[config.mk]
export PLATFORM = sky130hd
export DESIGN_NAME = mx_block_acc
export DESIGN_NICKNAME = d
export VERILOG_FILES = /design/src/rtl/mx_block_acc.sv
export SDC_FILE = /design/constraint.sdc
export NUM_CORES = 1
export LEC_CHECK = 0
export CAP_MARGIN = 20
export CORE_MARGIN = 5
export CORE_UTILIZATION = 44
export CTS_CLUSTER_DIAMETER = 40
export DETAILED_ROUTE_END_ITERATION = 7
export PLACE_DENSITY = 0.75
export SYNTH_ARGS = -nofsm -noshare
export SYNTH_HDL_FRONTEND = slang
export SYNTH_SLANG_ARGS = --single-unit
[constraint.sdc]
create_clock -name i_clk -period 10.5 [get_ports i_clk]
set_input_delay 2.1 -clock i_clk [delete_from_list [all_inputs] [get_ports i_clk]]
set_output_delay 2.1 -clock i_clk [all_outputs]
set_load 0.01 [all_outputs]
[src/rtl/mx_block_acc.sv]
// Block accumulator that sums one MX block of signed lane products and attaches the combined E8M0 scale.
// Optional MX_BLOCK_ACC_FLUSH_EN adds an i_flush input that abandons the partial block.
module mx_block_acc #(
  parameter int exp_width   = 5,
  parameter int man_width   = 2,
  parameter int prd_width   = 2 * ((1 << exp_width) + man_width),
  parameter int lanes       = 4,
  parameter int block_size  = 32,
  parameter int scale_width = 8,
  parameter int acc_width   = prd_width + $clog2(block_size)
) (
  input  logic                                 i_clk,
  input  logic                                 i_rst_n,
`ifdef MX_BLOCK_ACC_FLUSH_EN
  input  logic                                 i_flush,
`endif
  input  logic                                 i_valid,
  output logic                                 o_ready,
  input  logic [lanes*prd_width-1:0]           i_prd,
  input  logic [scale_width-1:0]               i_scale0,
  input  logic [scale_width-1:0]               i_scale1,
  output logic                                 o_valid,
  input  logic                                 i_ready,
  output logic signed [acc_width-1:0]          o_acc,
  output logic signed [scale_width+1:0]        o_scale,
  output logic                                 o_nan
);

  localparam int beats     = block_size / lanes;
  localparam int cnt_width = (beats > 1) ? $clog2(beats) : 1;
  localparam logic [cnt_width-1:0]     last_cnt   = cnt_width'(beats - 1);
  localparam logic [scale_width+1:0]   twice_bias = (scale_width + 2)'(2 * ((1 << (scale_width - 1)) - 1));

  logic [cnt_width-1:0]          cnt;
  logic signed [acc_width-1:0]   acc;
  logic signed [acc_width-1:0]   lane_sum;
  logic signed [acc_width-1:0]   total;
  logic signed [prd_width-1:0]   lane_prd;
  logic [scale_width-1:0]        scale0_q, scale1_q;
  logic [scale_width-1:0]        scale0_blk, scale1_blk;
  logic [scale_width+1:0]        scale_comb;
  logic                          nan_comb;
  logic                          first_beat, last_beat, accept, flush;

`ifdef MX_BLOCK_ACC_FLUSH_EN
  assign flush = i_flush;
`else
  assign flush = 1'b0;
`endif

  assign first_beat = (cnt == '0);
  assign last_beat  = (cnt == last_cnt);
  // Only the closing beat stalls, and only while the previous result is still unconsumed.
  assign o_ready    = !(last_beat && o_valid && !i_ready) && !flush;
  assign accept     = i_valid && o_ready;

  always_comb begin
    lane_sum = '0;
    lane_prd = '0;
    for (int i = 0; i < lanes; i++) begin
      lane_prd = i_prd[i*prd_width +: prd_width];
      lane_sum = lane_sum + {{(acc_width - prd_width){lane_prd[prd_width-1]}}, lane_prd};
    end
  end

  // On the first beat the scales are taken straight from the inputs so a one-beat block works.
  always_comb begin
    total      = first_beat ? lane_sum : acc + lane_sum;
    scale0_blk = first_beat ? i_scale0 : scale0_q;
    scale1_blk = first_beat ? i_scale1 : scale1_q;
    scale_comb = {2'b00, scale0_blk} + {2'b00, scale1_blk} - twice_bias;
    nan_comb   = (scale0_blk == '1) || (scale1_blk == '1);
  end

  always_ff @(posedge i_clk or negedge i_rst_n) begin
    if (!i_rst_n) begin
      cnt      <= '0;
      acc      <= '0;
      scale0_q <= '0;
      scale1_q <= '0;
      o_valid  <= 1'b0;
      o_acc    <= '0;
      o_scale  <= '0;
      o_nan    <= 1'b0;
    end else begin
      if (flush) begin
        cnt <= '0;
        acc <= '0;
      end else if (accept) begin
        cnt <= last_beat ? '0 : cnt + cnt_width'(1);
        acc <= total;
        if (first_beat) begin
          scale0_q <= i_scale0;
          scale1_q <= i_scale1;
        end
      end
      // A new result may load in the same cycle the old one is popped.
      if (accept && last_beat) begin
        o_valid <= 1'b1;
        o_acc   <= total;
        o_scale <= scale_comb;
        o_nan   <= nan_comb;
      end else if (i_ready) begin
        o_valid <= 1'b0;
      end
    end
  end

endmodule

# == After elaboration in Yosys (flattened, before gate mapping) ==
# Index checks and enable logic that the tools add are counted.
# W data, S select, Z words.
# totals
register_bits,177
input_bits,292
out_inout_bits,86
word_cells,33
# op_classes
addsub,7
eq_ne,3
mux,6
reduce_logical,9
# ops
cell,count
$add A73 B71 Y73,1
$mux W73,1
$add A70 B68 Y71,1
$add A69 B68 Y70,1
$add A68 B68 Y69,1
$eq A8 B8 Y1 const B,2
$mux W8,2
$sub A9 B8 Y10 const B,1
$add A8 B8 Y9,1
$logic_and A1 B1 Y1,4
$add A3 B1 Y3 const B,1
$eq A3 B3 Y1 const B,1
$logic_not A3 Y1,1
$mux W3,1
$logic_not A1 Y1,2
$mux W1,2
$reduce_bool A2 Y1,1
$logic_or A1 B1 Y1,1

# == Logic depth before layout (Yosys ltp) ==
# Gate-level depths: netlist (run 1).
# logic_depth
depth_word,7
depth_mapped,28
ltp_nobuf,27

# == Worst setup path before layout (run 1) ==
# Ideal clock, no wire load.
# synth_path
kind,input to register
from,input i_prd[7]
to,register o_acc[72]
setup_ns,0.125
arrival_ns,7.820
required_ns,10.375
setup_slack_ns,2.555
cell_stages,23
n_path_buf,1
path_cell_list,inv_1 fa_1 fa_1 inv_1 ha_1 a2111oi_4 o21ai_2 a221oi_4 o31ai_4 o2111ai_4 a2111oi_2 o41a_1 or3_4 and2_1 ha_1 clkbuf_1 nand4_1 or4_1 a2111oi_2 nor3_1 nor3_1 xnor2_1 mux2_2
# synth_via
elab_chain_cells,5
# synth_lines
item,line_no,source
start: declaration,19,"input logic [lanes*prd_width-1:0] i_prd,"
$add A68 B68 Y69 *,62,"lane_sum = lane_sum + {{(acc_width - prd_width){lane_prd[prd_width-1]}}, lane_prd};"
$add A69 B68 Y70 *,62,
$add A70 B68 Y71 *,62,
$add A73 B71 Y73,68,total = first_beat ? lane_sum : acc + lane_sum;
$mux W73 *,68,
end signal: assignment,100,o_acc <= total;
end: declaration,24,"output logic signed [acc_width-1:0] o_acc,"
# Every way passes the cells marked *; elsewhere a longest branch is shown, timed or not.
# A chain may end at the register's enable or synchronous reset.

# == Final worst setup path (run 1) ==
# layout_path
from,input i_prd[1]
to,register o_acc[66]
# Same word-level chain as after synthesis.

==> metrics.csv, run 1 <==
stage,metric,value,unit
worst_setup_path,startpoint,i_prd[1],
synthesis,yosys.area.top_type_share,21.04,%
job,maxCapViolCount,0,
grt,use_met1,35.15,%
synthesis,syn_area_per_cell,8.008,sq um
drt,route.antenna.remaining_nets,0,
floorplanning,coreArea,47550,sq um
worst_hold_path,hold_path.class,register to register,
power_and_ir_drop,finalPower,10.19,mW
synthesis,synth-xor-area-share,5.408,%
synthesis,yosysTopAreaCell,dfrtp_1,
cells_and_area,nets,3514,
drt,num_vias,19896,
sta,period_share,86.14,%
drt,drc_errors,0,
cells_and_area,synthToLayoutAreaGrowth,22.79,%
power_and_ir_drop,clkPwrFrac,6.8,%
clock_network,post_cts_resize_count,0,
synthesis,seq_area_frac_synth,21.04,%
worst_setup_path,critPathArrivalTime,9.44,ns
worst_setup_path,regToRegSetupSlack,5.92,ns
power_and_ir_drop,comb_power_share,81.0,%
worst_setup_path,timing.rr.end,o_scale[8],
grt,grt.total_usage,25.85,%
worst_hold_path,hold_start,o_acc[24],
worst_setup_path,cp-endpoint,o_acc[66],
power_and_ir_drop,p_int,4.595,mW
worst_setup_path,endpoint_kind,register,
synthesis,syn_inst,2629,
floorplanning,dieArea,52320,sq um
power_and_ir_drop,p_sw,5.597,mW
power_and_ir_drop,ir_drop,0.1582,mV
cells_and_area,diodes,0,
cells_and_area,drive_above_1_share,4.983,%
worst_setup_path,reg2reg_depth,16,
synthesis,syn-num-nets,3226,
sta,hold_viol,0,
drt,viasPerCell,5.612,
sta,slew_headroom,40.32,%
floorplanning,core.rowCount,80,
synthesis,synth_area_leaders,"dfrtp_1 21%, fa_1 13%, ha_1 9.8%",
clock_network,cts_root_buffer,clkbuf_16,
worst_setup_path,worstPathMaxFanout,8,
synthesis,async_reset_ff_share,100.0,%
floorplanning,die_x,228.7,um
power_and_ir_drop,seqPwrFrac,12.2,%
synthesis,yosys.area_share.adder,23.12,%
place,io_buffers,377,
clock_network,tritoncts,done,
worst_setup_path,crit_required,10.89,ns
drt,routed_wl,68.95,mm
cells_and_area,num-fill-cells,4436,
synthesis,synth_compound_area_share,22.39,%
synthesis,synthFlopType,dfrtp_1,
synthesis,yosysMostFrequentCell,inv_1,
sta,rsz0062_at_grt,no,
sta,skew,0.02141,ns
synthesis,synth-seq-cells,177,
worst_setup_path,start_kind,primary input,
grt,first_global_vias,20443,
power_and_ir_drop,power_density,394.3,nW/um^2
sta,setup_viol,0,
grt,antenna_found_initial,0,
clock_network,clkTransAtPathRegs,0.07,ns
place,gp_congestion,0.9449,
grt,gr-total-overflow,0,
clock_network,holdBufCountCts,0,
sta,tightest_slew,0.8858,ns
floorplanning,initial_core_util,44.28,%
grt,gr-usage-met2,42.79,%
synthesis,synth_cell_types,91,
grt,grt_util_met3,4.124,%
drt,dr.pass1.iters,8,
synthesis,synthTopCellsByCount,"378 x inv_1, 322 x nand2_1, 227 x a21oi_1",
grt,grt_max_degree,71,
cells_and_area,finalNonFillerCells,3545,
drt,initialDrtViolationCount,1790,
synthesis,synth_mux_area_share,3.809,%
sta,fin_setup_tns,0,ns
clock_network,clk_path_buf_depth,2,
clock_network,clock_latency,0.48,ns
grt,busiest_layer,met2,
grt,grt_pass1_wl,109.9,mm
clock_network,cts.htree.levels,4,
clock_network,numCtsBuffers,17,
worst_setup_path,r2r-start,cnt[0],
cells_and_area,final_cell_area,25850,sq um
floorplanning,io_pins,378,
synthesis,ys_warn_count,0,
sta,max_freq,0.1106,GHz
place,place_inst,3513,
worst_setup_path,critPathKind,primary input to register,
place,place_hpwl,56.40,mm
synthesis,synth_edf_count,0,
power_and_ir_drop,switching_share,54.91,%
clock_network,cts.sinks,177,
clock_network,cts_setup_buffers,0,
synthesis,synth_area,21050,sq um
sta,final.min_clock_period,9.045,ns
power_and_ir_drop,p_leak,12.10,nW
place,dpl_cell_area,25250,sq um
synthesis,synth_top_family_by_area,adder cells,
floorplanning,die_h,228.7,um
run_status,outcome,completed,
drt,wl_per_cell,19.45,um
sta,finalMaxSlewViolations,0,
synthesis,yosys.area_share.simple,15.20,%
## layer usage
metal  routed length (um)  vias up  part of all wire [%]
met5                    0        -                     0
met2                32210      745                    47
li1                     -     9507                     -
met3                 4233      116                   6.1
met4                 1859        0                   2.7
met1                30650     9528                    44
## registers in the layout, summed over array words and instances, names as in the netlist
register  flops
o_valid       1
scale0_q      8
o_scale      10
cnt           3
acc          73
scale1_q      8
o_nan         1
o_acc        73
## worst min-delay path by stage
stage,end,cells past startpoint
2_1_floorplan,scale0_q[0],2
5_1_grt,o_acc[45],2
3_3_place_gp,scale0_q[5],2
4_1_cts,scale0_q[4],2
3_5_place_dp,o_acc[24],2
6_report,o_acc[24],2
## final cells by class
type | count | area, sq um | area share [%]
inverters | 378 | 1419 | 5.488
clock buffers | 17 | 425.4 | 1.646
well taps | 615 | 769.5 | 2.976
flip-flops and latches | 177 | 4429 | 17.13
repair buffers | 390 | 3872 | 14.98
multi-input cells | 1953 | 14760 | 57.08
clock inverters | 15 | 181.4 | 0.7018
## critical path, cell delays in order
cell and delay (ns):
clkdlybuf4s50_1 0.47, inv_1 0.06, fa_1 0.50, fa_1 0.51
inv_1 0.05, ha_1 0.23, fa_1 0.41, a21oi_1 0.21
nor2_1 0.10, nor3_1 0.47, o311ai_0 0.24, buf_4 0.21
a21oi_1 0.21, o21bai_1 0.14, a21boi_0 0.25, xnor2_1 0.24
ha_1 0.57, nand4_2 0.32, nor4_2 0.45, nand3_1 0.18
a2111oi_2 0.26, o31ai_1 0.17, and3_4 0.23, a211oi_2 0.26
nor3_1 0.07, or3b_1 0.37, a21oi_1 0.16
## kinds of logic after synthesis
| kind of cell | count (synthesis) |
|---|---|
| simple gates | 700 |
| compound gates | 743 |
| mux | 75 |
| xor+xnor | 130 |
| fa+ha+maj | 305 |
| buf+inv | 499 |
| flops | 177 |
## through the flow
stage	setup slack, ns	hold WS (ns)	util [%]
4_1_cts	1.538	0.4851	54.37
6_report	1.455	0.4779	54.37
3_5_place_dp	1.097	0.4685	53.10
5_1_grt	0.9248	0.5040	54.37
3_3_place_gp	1.071	0.4614	53.10
2_1_floorplan	2.555	0.4492	-
## power by group through the flow
stage                     registers [mW]  clock network (mW)  logic (mW)
after global routing                1.28               0.729        9.02
after global placement              1.24                   0        8.01
final                               1.24               0.693        8.26
after floorplan                     1.27                   0        5.64
after CTS                           1.24               0.703        8.14
after detailed placement            1.25                   0        8.08
## cells in the final DEF, fill, tap and decap left out, types with 8 or more instances in the layout
| master | instances |
|---|---|
| inv_1 | 378 |
| xor2_1 | 45 |
| nand4_1 | 57 |
| dfrtp_1 | 177 |
| nor3_1 | 34 |
| clkbuf_16 | 17 |
| and3_1 | 10 |
| a21o_1 | 77 |
| o21a_1 | 20 |
| fa_1 | 140 |
| nor2_1 | 148 |
| o21bai_1 | 30 |
| o211ai_1 | 11 |
| o21ai_1 | 16 |
| xnor2_1 | 85 |
| nand2_1 | 320 |
| o31ai_1 | 16 |
| mux2_2 | 41 |
| a31oi_1 | 20 |
| nand3_1 | 31 |
| o21ai_0 | 210 |
| ha_1 | 165 |
| a211oi_1 | 11 |
| nor4_1 | 15 |
| clkdlybuf4s50_1 | 376 |
| mux2i_1 | 34 |
| a221oi_1 | 8 |
| or3_1 | 14 |
| and2_1 | 17 |
| buf_4 | 13 |
| a21oi_1 | 227 |
| nand2b_1 | 9 |
Power figures use the tool's default switching activity.
==> run 2: changes to the inputs <==
Settings changed: CORE_UTILIZATION 44 to 55, HOLD_SLACK_MARGIN set to 0.15, PLACE_DENSITY 0.75 to 0.89.
==> metrics.csv, run 2 (synthesis results as in run 1) <==
stage,metric,value,unit,change
floorplanning,initial_core_util,55.76,%,+11 points
worst_hold_path,hold_start,scale1_q[0],,
cells_and_area,seq_area,4429,sq um,unchanged
cells_and_area,synthToLayoutAreaGrowth,22.30,%,
worst_hold_path,whs_endpoint,scale1_q[0],,
place,place_hpwl,54.73,mm,-3.0%
power_and_ir_drop,ir_drop,0.1876,mV,+19%
drt,drc_errors,2,,+2
grt,grt.total_usage,30.93,%,+5.1 points
worst_setup_path,crit_path_max_incr_delay,0.60,ns,+0.03 ns
clock_network,clock_latency,0.46,ns,-0.02 ns
power_and_ir_drop,seqPwrFrac,12.4,%,+0.2 points
sta,skew,0.01762,ns,-0.003791 ns
grt,grt_pass1_wl,105.7,mm,-3.8%
floorplanning,core.rowCount,71,,-11%
sta,period_share,88.71,%,+2.6 points
clock_network,post_cts_resize_count,0,,unchanged
place,gp_congestion,0.9777,,+3.5%
sta,whs,0.4846,ns,+0.006631 ns
power_and_ir_drop,switching_share,55.00,%,+0.083 points
worst_setup_path,r2r-start,cnt[0],,
drt,wl_per_cell,19.48,um,+0.14%
drt,initialDrtViolationCount,1676,,-6.4%
clock_network,cts.htree.levels,4,,unchanged
power_and_ir_drop,p_int,4.542,mW,-1.2%
cells_and_area,multi_input_area,14750,sq um,about the same
floorplanning,io_pins,378,,unchanged
clock_network,tritoncts,done,,
floorplanning,coreArea,37760,sq um,-21%
cells_and_area,final_cell_area,25750,sq um,-0.40%
worst_setup_path,timing.rr.end,o_scale[8],,
place,io_buffers,377,,unchanged
worst_setup_path,crit_required,10.83,ns,-0.06 ns
sta,hold_viol,0,,unchanged
run_status,violations,DRC,,
worst_setup_path,endpoint_kind,register,,
clock_network,clk_path_buf_depth,2,,unchanged
power_and_ir_drop,p_sw,5.551,mW,-0.84%
floorplanning,die_h,205.7,um,-10%
worst_setup_path,start_kind,primary input,,
worst_setup_path,slowest_stage,or4_1,,
grt,first_global_vias,20676,,+1.1%
cells_and_area,top_regs,"acc: 73 flops, o_acc: 73 flops, o_scale: 10 flops",,
floorplanning,die_x,205.7,um,-10%
grt,gr-total-overflow,0,,unchanged
sta,final.min_clock_period,9.315,ns,+0.2700 ns
worst_setup_path,reg2reg_depth,15,,-1
clock_network,cts_root_buffer,clkbuf_16,,
power_and_ir_drop,comb_power_share,80.9,%,about the same
worst_setup_path,regToRegSetupSlack,6.52,ns,+0.60 ns
cells_and_area,final_cell_mix,"378 x inv_1, 376 x clkdlybuf4s50_1, 320 x nand2_1",,
worst_hold_path,hold_path.class,register to register,,
floorplanning,dieArea,42290,sq um,-19%
cells_and_area,drive_above_1_share,4.853,%,-0.13 points
worst_setup_path,worstPathMaxFanout,7,,-1
drt,route.antenna.remaining_nets,0,,unchanged
drt,viasPerCell,5.934,,+5.7%
sta,setup_viol,0,,unchanged
power_and_ir_drop,finalPower,10.09,mW,-0.98%
worst_hold_path,worstHoldPathCells,2,,unchanged
grt,grt_max_degree,110,,+55%
sta,max_freq,0.1074,GHz,-2.9%
sta,finalMaxSlewViolations,0,,unchanged
cells_and_area,diodes,0,,unchanged
job,maxCapViolCount,0,,unchanged
grt,antenna_found_initial,0,,unchanged
clock_network,cts.sinks,177,,unchanged
clock_network,holdBufCountCts,0,,unchanged
drt,routed_wl,66.94,mm,-2.9%
worst_setup_path,crit_family,adder cells,,
worst_setup_path,critPathArrivalTime,9.65,ns,+0.21 ns
drt,num_vias,20394,,+2.5%
sta,fin_setup_tns,0,ns,unchanged
power_and_ir_drop,p_leak,12.10,nW,about the same
power_and_ir_drop,clkPwrFrac,6.7,%,about the same
drt,dr.pass1.iters,8,,unchanged
cells_and_area,final_common_cell,inv_1,,
worst_setup_path,critPathKind,primary input to register,,
run_status,outcome,"finished, violations left",,
worst_setup_path,cp_num_buf_inv,5,,+1
sta,tightest_slew,1.156,ns,+0.2697 ns
clock_network,numCtsBuffers,17,,unchanged
cells_and_area,nets,3510,,-0.11%
clock_network,cts_setup_buffers,0,,unchanged
sta,slew_headroom,22.25,%,-18 points
cells_and_area,num-fill-cells,3010,,-32%
place,dpl_cell_area,25070,sq um,-0.71%
clock_network,clkTransAtPathRegs,0.08,ns,about the same
power_and_ir_drop,power_density,392.0,nW/um^2,-0.59%
sta,rsz0062_at_grt,no,,
==> run 2: changes by cell type in the layout (fill, tap and decap cells not counted), sizes merged <==
cell      before  now
bufinv         3    0
clkinv         6   11
buf           14   10
clkinvlp       2    1
inv          382  381
==> run 2: per-stage QoR <==
stage	util, %	worst slack [ns]	cells
final	68.20	1.186	3437
after global routing	68.20	0.6640	3437
after CTS	68.07	1.302	3435
after detailed placement	66.39	0.8753	3403
after global placement	66.39	1.030	3403
after floorplan	-	2.555	2629
==> run 2: worst min-delay path, delay by kind of cell (launching register included) <==
family | cells | cell delay (ns)
AOI/OAI and AO/OA | 1 | 0.06
DFF | 1 | 0.35
and+or+nand+nor | 1 | 0.04
==> run 2: area by class of cell <==
class,instances,share of cell area (%)
well taps,511,2.483
clock buffers,17,1.652
clock inverters,15,0.8164
multi-input cells,1953,57.29
flip-flops and latches,177,17.20
inverters,378,5.510
repair buffers,386,15.05
==> run 2: power groups by stage <==
stage	Combinational [mW]	Clock, mW	Sequential (mW)
global placement	7.72	0	1.24
finish	8.16	0.677	1.25
detailed placement	7.92	0	1.26
global route	8.87	0.713	1.29
CTS	7.98	0.681	1.25
floorplan	5.64	0	1.27
==> run 2: worst max path at each step <==
stage,from,depth (start not counted),to,slack (ns)
finish,i_prd[1],26,o_acc[72],1.19
floorplan,i_prd[7],23,o_acc[72],2.56
detailed placement,i_prd[1],26,o_acc[72],0.88
global placement,i_prd[1],26,acc[72],1.03
global route,i_prd[1],26,o_acc[72],0.66
CTS,i_prd[1],26,o_acc[72],1.30
==> run 2: per-layer routing <==
metal / part of all wire (%) / GRT usage, % / up-vias
li1: - / - / 9513
met3: 8.5 / 5.642 / 168
met2: 48 / 52.46 / 961
met1: 40 / 39.33 / 9752
met5: 0 / 0 / -
met4: 4.1 / 12.01 / 0
